File: src/rtl/cp0_defs_pkg.sv
// CP0 register map, exception codes, Status/Cause field positions and the
// commit-controller state encoding shared by the exception controller and its timer.
package cp0_defs_pkg;

   localparam logic [4:0] RegBadVAddr = 5'd8;
   localparam logic [4:0] RegCount    = 5'd9;
   localparam logic [4:0] RegCompare  = 5'd11;
   localparam logic [4:0] RegStatus   = 5'd12;
   localparam logic [4:0] RegCause    = 5'd13;
   localparam logic [4:0] RegEpc      = 5'd14;

   localparam logic [31:0] ExcInt  = 32'h0000_0001;
   localparam logic [31:0] ExcAdel = 32'h0000_0004;
   localparam logic [31:0] ExcAdes = 32'h0000_0005;
   localparam logic [31:0] ExcSys  = 32'h0000_0008;
   localparam logic [31:0] ExcBp   = 32'h0000_0009;
   localparam logic [31:0] ExcRi   = 32'h0000_000a;
   localparam logic [31:0] ExcOv   = 32'h0000_000c;
   localparam logic [31:0] ExcEret = 32'h0000_000e;

   localparam int unsigned StatusExl  = 1;
   localparam int unsigned CauseBd    = 31;
   localparam int unsigned CauseExcLo = 2;
   localparam int unsigned CauseExcHi = 6;
   localparam int unsigned CauseSwLo  = 8;
   localparam int unsigned CauseSwHi  = 9;
   localparam int unsigned CauseHwLo  = 10;
   localparam int unsigned CauseHwHi  = 15;

   typedef enum logic [1:0] {
      StIdle,
      StFlush,
      StDrain
   } exc_state_e;

endpackage

File: src/rtl/cp0_except_ctrl_if.sv
// MTC0/MFC0 register port between the pipeline (master) and the CP0 block (slave).
interface cp0_except_ctrl_if;

   logic        we;
   logic [4:0]  waddr;
   logic [31:0] wdata;
   logic [4:0]  raddr;
   logic [31:0] rdata;

   modport master (output we, waddr, wdata, raddr, input rdata);
   modport slave  (input we, waddr, wdata, raddr, output rdata);

endinterface

File: src/rtl/cp0_timer.sv
// CP0 Count/Compare pair: Count advances every second clock and raises a sticky
// timer interrupt on reaching Compare; a Compare write acknowledges it.
module cp0_timer (
   input  logic        clk,
   input  logic        rst,
   input  logic        count_we_i,
   input  logic        compare_we_i,
   input  logic [31:0] wdata_i,
   output logic [31:0] count_o,
   output logic [31:0] compare_o,
   output logic        timer_int_o
);

   logic [31:0] count_q, count_d;
   logic [31:0] compare_q, compare_d;
   logic        phase_q, phase_d;
   logic        timer_int_q, timer_int_d;

   always_comb begin
      count_d     = count_q;
      compare_d   = compare_q;
      phase_d     = ~phase_q;
      timer_int_d = timer_int_q;
      if (count_we_i) begin
         count_d = wdata_i;
         phase_d = 1'b0;
      end else if (phase_q) begin
         count_d = count_q + 32'd1;
         if (count_d == compare_q) timer_int_d = 1'b1;
      end
      // Acknowledge beats a coincident match.
      if (compare_we_i) begin
         compare_d   = wdata_i;
         timer_int_d = 1'b0;
      end
   end

   always_ff @(posedge clk or posedge rst) begin
      if (rst) begin
         count_q     <= 32'd0;
         compare_q   <= 32'd0;
         phase_q     <= 1'b0;
         timer_int_q <= 1'b0;
      end else begin
         count_q     <= count_d;
         compare_q   <= compare_d;
         phase_q     <= phase_d;
         timer_int_q <= timer_int_d;
      end
   end

   assign count_o     = count_q;
   assign compare_o   = compare_q;
   assign timer_int_o = timer_int_q;

endmodule

File: src/rtl/cp0_except_ctrl.sv
// Exception commit controller at MEM/WB: updates CP0 on an accepted exception or
// ERET, pulses a one-cycle flush with a redirect PC, then drains before accepting again.
module cp0_except_ctrl
   import cp0_defs_pkg::*;
#(
   parameter logic [31:0] EXC_VECTOR = 32'hBFC0_0380,
   parameter int unsigned DRAIN_CYC  = 2,
   parameter logic [31:0] STATUS_RST = 32'h0040_0000
) (
   input  logic               clk,
   input  logic               rst,
   input  logic [31:0]        excepttype_i,
   input  logic [31:0]        pc_m_i,
   input  logic               in_dslot_m_i,
   input  logic [31:0]        bad_addr_m_i,
   input  logic               stall_m_i,
   cp0_except_ctrl_if.slave   reg_bus,
   input  logic [5:0]         int_i,
   output logic [31:0]        status_o,
   output logic [31:0]        cause_o,
   output logic [31:0]        epc_o,
   output logic               flush_o,
   output logic [31:0]        newpc_o,
   output logic               timer_int_o
);

   localparam int unsigned CntW = (DRAIN_CYC > 1) ? $clog2(DRAIN_CYC) : 1;

   exc_state_e      state_q, state_d;
   logic [CntW-1:0] drain_q, drain_d;
   logic            eret_q, eret_d;
   logic [31:0]     status_q, status_d, cause_q, cause_d;
   logic [31:0]     epc_q, epc_d, badvaddr_q, badvaddr_d;
   logic [31:0]     count, compare;
   logic            accept, is_eret, is_addr_exc;
   logic            wr_status, wr_cause, wr_epc, wr_count, wr_compare;

   assign accept      = (state_q == StIdle) && (excepttype_i != 32'd0) && !stall_m_i;
   assign is_eret     = (excepttype_i == ExcEret);
   assign is_addr_exc = (excepttype_i == ExcAdel) || (excepttype_i == ExcAdes);

   assign wr_status  = reg_bus.we && (reg_bus.waddr == RegStatus);
   assign wr_cause   = reg_bus.we && (reg_bus.waddr == RegCause);
   assign wr_epc     = reg_bus.we && (reg_bus.waddr == RegEpc);
   assign wr_count   = reg_bus.we && (reg_bus.waddr == RegCount);
   assign wr_compare = reg_bus.we && (reg_bus.waddr == RegCompare);

   cp0_timer u_timer (
      .clk          (clk),
      .rst          (rst),
      .count_we_i   (wr_count),
      .compare_we_i (wr_compare),
      .wdata_i      (reg_bus.wdata),
      .count_o      (count),
      .compare_o    (compare),
      .timer_int_o  (timer_int_o)
   );

   always_comb begin
      state_d = state_q;
      drain_d = drain_q;
      eret_d  = eret_q;
      flush_o = 1'b0;
      newpc_o = 32'd0;
      unique case (state_q)
         StIdle: begin
            if (accept) begin
               state_d = StFlush;
               eret_d  = is_eret;
            end
         end
         StFlush: begin
            flush_o = 1'b1;
            newpc_o = eret_q ? epc_q : EXC_VECTOR;
            state_d = StDrain;
            drain_d = '0;
         end
         StDrain: begin
            if (drain_q == CntW'(DRAIN_CYC - 1)) state_d = StIdle;
            else                                 drain_d = drain_q + CntW'(1);
         end
         default: state_d = StIdle;
      endcase
   end

   // MTC0 first; an accepted exception then overrides any register it owns.
   always_comb begin
      status_d   = status_q;
      cause_d    = cause_q;
      epc_d      = epc_q;
      badvaddr_d = badvaddr_q;
      if (wr_status) status_d = reg_bus.wdata;
      if (wr_cause)  cause_d[CauseSwHi:CauseSwLo] = reg_bus.wdata[CauseSwHi:CauseSwLo];
      if (wr_epc)    epc_d = reg_bus.wdata;
      if (accept) begin
         status_d = status_q;
         if (is_eret) begin
            status_d[StatusExl] = 1'b0;
         end else begin
            status_d[StatusExl] = 1'b1;
            cause_d             = cause_q;
            cause_d[CauseBd]    = in_dslot_m_i;
            cause_d[CauseExcHi:CauseExcLo] = (excepttype_i == ExcInt) ? 5'd0 : excepttype_i[4:0];
            epc_d = in_dslot_m_i ? (pc_m_i - 32'd4) : pc_m_i;
            if (is_addr_exc) badvaddr_d = bad_addr_m_i;
         end
      end
      cause_d[CauseHwHi:CauseHwLo] = {int_i[5] | timer_int_o, int_i[4:0]};
   end

   always_ff @(posedge clk or posedge rst) begin
      if (rst) begin
         state_q    <= StIdle;
         drain_q    <= '0;
         eret_q     <= 1'b0;
         status_q   <= STATUS_RST;
         cause_q    <= 32'd0;
         epc_q      <= 32'd0;
         badvaddr_q <= 32'd0;
      end else begin
         state_q    <= state_d;
         drain_q    <= drain_d;
         eret_q     <= eret_d;
         status_q   <= status_d;
         cause_q    <= cause_d;
         epc_q      <= epc_d;
         badvaddr_q <= badvaddr_d;
      end
   end

   always_comb begin
      reg_bus.rdata = 32'd0;
      case (reg_bus.raddr)
         RegBadVAddr: reg_bus.rdata = badvaddr_q;
         RegCount:    reg_bus.rdata = count;
         RegCompare:  reg_bus.rdata = compare;
         RegStatus:   reg_bus.rdata = status_q;
         RegCause:    reg_bus.rdata = cause_q;
         RegEpc:      reg_bus.rdata = epc_q;
         default:     reg_bus.rdata = 32'd0;
      endcase
   end

   assign status_o = status_q;
   assign cause_o  = cause_q;
   assign epc_o    = epc_q;

endmodule

File: src/flat_wrapper.sv
// flat-port wrapper written by rule: the top's interface ports become plain ports
module cp0_except_ctrl_flat import cp0_defs_pkg::*;
#(
   parameter logic [31:0] EXC_VECTOR = 32'hBFC0_0380,
   parameter int unsigned DRAIN_CYC  = 2,
   parameter logic [31:0] STATUS_RST = 32'h0040_0000
)
  (clk, rst, excepttype_i, pc_m_i, in_dslot_m_i, bad_addr_m_i, stall_m_i, int_i, status_o, cause_o, epc_o, flush_o, newpc_o, timer_int_o, reg_bus_we, reg_bus_waddr, reg_bus_wdata, reg_bus_raddr, reg_bus_rdata);
  cp0_except_ctrl_if reg_bus_i ();
  input  logic clk;
  input  logic rst;
  input  logic [31:0] excepttype_i;
  input  logic [31:0] pc_m_i;
  input  logic in_dslot_m_i;
  input  logic [31:0] bad_addr_m_i;
  input  logic stall_m_i;
  input  logic [5:0] int_i;
  output logic [31:0] status_o;
  output logic [31:0] cause_o;
  output logic [31:0] epc_o;
  output logic flush_o;
  output logic [31:0] newpc_o;
  output logic timer_int_o;
  input wire logic [$bits(reg_bus_i.we)-1:0] reg_bus_we;
  input wire logic [$bits(reg_bus_i.waddr)-1:0] reg_bus_waddr;
  input wire logic [$bits(reg_bus_i.wdata)-1:0] reg_bus_wdata;
  input wire logic [$bits(reg_bus_i.raddr)-1:0] reg_bus_raddr;
  output wire logic [$bits(reg_bus_i.rdata)-1:0] reg_bus_rdata;
  assign reg_bus_i.we = reg_bus_we;
  assign reg_bus_i.waddr = reg_bus_waddr;
  assign reg_bus_i.wdata = reg_bus_wdata;
  assign reg_bus_i.raddr = reg_bus_raddr;
  assign reg_bus_rdata = reg_bus_i.rdata;
  cp0_except_ctrl #(.EXC_VECTOR(EXC_VECTOR), .DRAIN_CYC(DRAIN_CYC), .STATUS_RST(STATUS_RST)) u_core (.clk(clk), .rst(rst), .excepttype_i(excepttype_i), .pc_m_i(pc_m_i), .in_dslot_m_i(in_dslot_m_i), .bad_addr_m_i(bad_addr_m_i), .stall_m_i(stall_m_i), .reg_bus(reg_bus_i), .int_i(int_i), .status_o(status_o), .cause_o(cause_o), .epc_o(epc_o), .flush_o(flush_o), .newpc_o(newpc_o), .timer_int_o(timer_int_o));
endmodule
File: config.mk
export PLATFORM = sky130hd
export DESIGN_NAME = cp0_except_ctrl_flat
export DESIGN_NICKNAME = d
export VERILOG_FILES = /design/src/rtl/cp0_defs_pkg.sv /design/src/rtl/cp0_except_ctrl_if.sv /design/src/rtl/cp0_timer.sv /design/src/rtl/cp0_except_ctrl.sv /design/src/flat_wrapper.sv
export SDC_FILE = /design/constraint.sdc
export NUM_CORES = 1
export LEC_CHECK = 0
export CELL_PAD_IN_SITES_DETAIL_PLACEMENT = 1
export CELL_PAD_IN_SITES_GLOBAL_PLACEMENT = 1
export CORE_MARGIN = 3
export CORE_UTILIZATION = 36
export CTS_CLUSTER_DIAMETER = 80
export CTS_CLUSTER_SIZE = 28
export DETAILED_ROUTE_END_ITERATION = 7
export PLACE_DENSITY = 0.87
export RECOVER_POWER = 25
export SYNTH_ARGS = -nofsm -noshare
export SYNTH_HDL_FRONTEND = slang
export SYNTH_SLANG_ARGS = --single-unit
File: constraint.sdc
create_clock -name clk -period 7.1 [get_ports clk]
set_input_delay 1.775 -clock clk [delete_from_list [all_inputs] [get_ports clk]]
set_output_delay 1.775 -clock clk [all_outputs]
set_load 0.05 [all_outputs]
==> flow_summary.json <==
{
  "status": "finished, violations left",
  "violations": "DRC, capacitance limit, slew limit",
  "clk_pin_slew_ps": 60,
  "remaining_drc_errors": 2,
  "rows": 61,
  "synth-seq-cells": 180,
  "dieArea_sq_um": 30900,
  "tightestPinTransition_ps": 3580,
  "holdWs_ps": 510,
  "asyncSetResetFlopFracSynth_pct": 100,
  "nNetsFinal": 1442,
  "crit_fanout": 32,
  "gp_congestion": 0.911,
  "drt_iter0_drc": 883,
  "max-slew-margin-rel_pct": -140,
  "clk_latency_ps": 440,
  "p_per_area_nw_per_um2": 351,
  "numPortBuffers": 292,
  "rsz0062_at_grt": "no",
  "cap_violations": 1,
  "diodes": 0,
  "slew_viol_final": 80,
  "grt_pass1_vias": 10200,
  "final_cells": 1679,
  "finClkSkew_ps": 12.2,
  "dr.pass1.iters": 8,
  "postLayoutCoreUtil_pct": 50.3,
  "htreeDepth": 4,
  "grt_pass1_wl_mm": 62.3,
  "hold_path.class": "flop to flop",
  "syn_area_per_cell_sq_um": 10.0,
  "ant_nets": 0,
  "synth_enable_flop_cells": 0,
  "cts_resized": 0,
  "path_cells": "clkdlybuf4s50_1 > or3b_2 > nor3_2 > buf_4 > a22oi_1 > nand3_1 > clkdlybuf4s50_1",
  "synth_cells": 1038,
  "grt.overflow.total": 0,
  "grtUsageTotal_pct": 26.2,
  "seqPwrFrac_pct": 35.1,
  "grt_max_degree": 80,
  "p_switching_mw": 2.34,
  "fin_crit_ps": 6290,
  "internal_power_mw": 2.63,
  "area_growth_pct": 36.1,
  "slowest_stage": "clkdlybuf4s50_1",
  "vdd_drop_max_mv": 0.245,
  "hold_viol": 0,
  "worstSetupStartpointType": "input port",
  "netlist_area_sq_um": 10400,
  "clock-sinks": 180,
  "max_freq_mhz": 159,
  "yosysSeqAreaShare_pct": 43.4,
  "postCtsSetupBuffers": 0,
  "wirelength_mm": 41.1,
  "total_power_mw": 4.97,
  "clock-root-buffer": "clkbuf_16",
  "fp.dieW_microns": 176,
  "path_class": "input port to primary output",
  "combPwrFrac_pct": 45.5,
  "die_y_microns": 176,
  "antenna_found_initial": 0,
  "crit_top_cell": "clkdlybuf4s50_1",
  "synth.distinct_cells": 60,
  "fin_setup_tns_ps": 0,
  "drive_gt1_share_pct": 14.1,
  "p_leak_nw": 5.71,
  "fin_crit_sh_pct": 88.5,
  "ios": 311,
  "critical-path-max-stage-delay_ps": 850,
  "dp_hpwl_mm": 30.9,
  "crit_required_ps": 5330,
  "clockBufferDepth": 2,
  "wl_per_cell_microns": 24.5,
  "cts_tree": "built",
  "p_clk_share_pct": 19.4,
  "synth_warnings": 0,
  "endpoint_kind": "primary output",
  "core-area_sq_um": 28100,
  "numCtsBuffers": 17,
  "start_util_pct": 37.0,
  "dp_cells": 1647,
  "swShare_pct": 47.1,
  "yosys_most_used_dff": "dfrtp_1",
  "postCtsHoldBufs": 0,
  "vias": 9555,
  "viasPerCell": 5.69,
  "setup_violations": 0,
  "cp.arrival_ps": 4510
}
[placed cells by master, fill, tap and decap left out, types with 17 or more instances in the layout]
cell type	n
mux2_2	106
clkbuf_16	17
o21ai_0	61
dfrtp_1	179
nand3_1	35
nor3_1	20
nor2_1	31
clkdlybuf4s50_1	273
conb_1	18
and3_1	26
buf_4	27
nand4_1	21
a22oi_1	60
nand2_1	105
a222oi_1	18
mux2i_1	24
xor2_1	44
xnor2_1	60
[state kept, by name (all words and copies together), names as in the netlist, 2 cells and up]
signal / cells
u_core.state_q: 2
u_core.u_timer.count_o: 32
u_core.status_o: 32
u_core.cause_o: 14
u_core.epc_o: 32
u_core.badvaddr_q: 32
u_core.u_timer.compare_o: 32
[metal layers]
metal  up-vias  GRT usage, %  routed length (microns)
li1       4235             -                        -
met1      4838          35.2                    17700
met2       426          42.7                    19600
met3        56          5.02                     2870
met4         0          7.98                      994
met5         -             0                        0
[layout make-up]
type | instances | area [sq um]
fillers | 3156 | 14000
multi-input cells | 769 | 5520
flip-flops and latches | 180 | 4510
inverters | 12 | 46.3
clock buffers | 19 | 433
repair buffers | 308 | 3010
clock inverters | 13 | 148
well taps | 378 | 473
[stage by stage]
| step | setup WS, ps | cell area (sq um) |
|---|---|---|
| 3_5_place_dp | 834 | 13600 |
| 6_report | 814 | 14100 |
| 2_1_floorplan | 440 | 10500 |
| 5_1_grt | 719 | 14100 |
| 4_1_cts | 852 | 14100 |
| 3_3_place_gp | 920 | 13600 |
[worst paths after layout]
kind	from	to	slack, ps	cells after the start
hold / removal	u_core.badvaddr_q[1]	u_core.badvaddr_q[1]	510	1
hold reg to reg	u_core.badvaddr_q[1]	u_core.badvaddr_q[1]	510	1
setup reg to reg	u_core.u_timer.count_o[9]	u_core.u_timer.timer_int_o	3730	7
min in group asynchronous	rst	u_core.cause_o[11]	2830	2
setup / recovery	reg_bus_raddr[3]	reg_bus_rdata[31]	810	7
max in group asynchronous	rst	u_core.epc_o[20]	1950	3
[synth_stat cells, types with 5 or more instances]
| cell type | count | area, sq um |
|---|---|---|
| mux2_2 | 106 | 1190 |
| o21a_1 | 12 | 90.1 |
| ha_1 | 5 | 62.6 |
| o21ai_0 | 61 | 305 |
| nor4_1 | 15 | 93.8 |
| inv_1 | 12 | 45.0 |
| mux2i_1 | 24 | 240 |
| xor2_1 | 44 | 385 |
| nand2_1 | 105 | 394 |
| nor3_1 | 22 | 110 |
| nor2b_1 | 17 | 106 |
| a22oi_1 | 60 | 450 |
| nor2_1 | 33 | 124 |
| clkbuf_1 | 55 | 206 |
| xnor2_1 | 60 | 526 |
| and3_1 | 26 | 163 |
| or3_1 | 8 | 50.1 |
| nand3_1 | 35 | 175 |
| a211oi_1 | 14 | 105 |
| a222oi_1 | 18 | 180 |
| buf_1 | 12 | 45.0 |
| and4_1 | 6 | 52.6 |
| buf_2 | 9 | 45.0 |
| nand4_1 | 21 | 131 |
| dfrtp_1 | 179 | 4480 |
| a21oi_1 | 13 | 65.1 |
| buf_4 | 18 | 135 |
[power groups by stage]
stage                     Combinational, mW  Clock, mW  Sequential (mW)
after detailed placement               2.26          0             1.74
after CTS                              2.27      0.970             1.73
after global placement                 2.21          0             1.74
final                                  2.26      0.963             1.74
after global routing                   2.38       1.01             1.77
after floorplan                        1.03          0             2.03
[logic make-up (layout without fill, tap and decap cells)]
group	Yosys count	in the layout	share of synthesized area [%]
compound gates	198	198	13.1
mux	130	130	13.8
xor+xnor	104	104	8.77
simple gates	314	314	15.7
other cells	1	18	0.0361
buf+inv	106	352	4.59
flops	180	180	43.4
fa+ha+maj	5	5	0.602
[critical path, delay by kind of cell]
family | cells | cell delay [ps]
and+or+nand+nor | 3 | 770
AOI/OAI and AO/OA | 1 | 180
buffers and inverters | 3 | 1760
(Power assumes the default switching activity.)
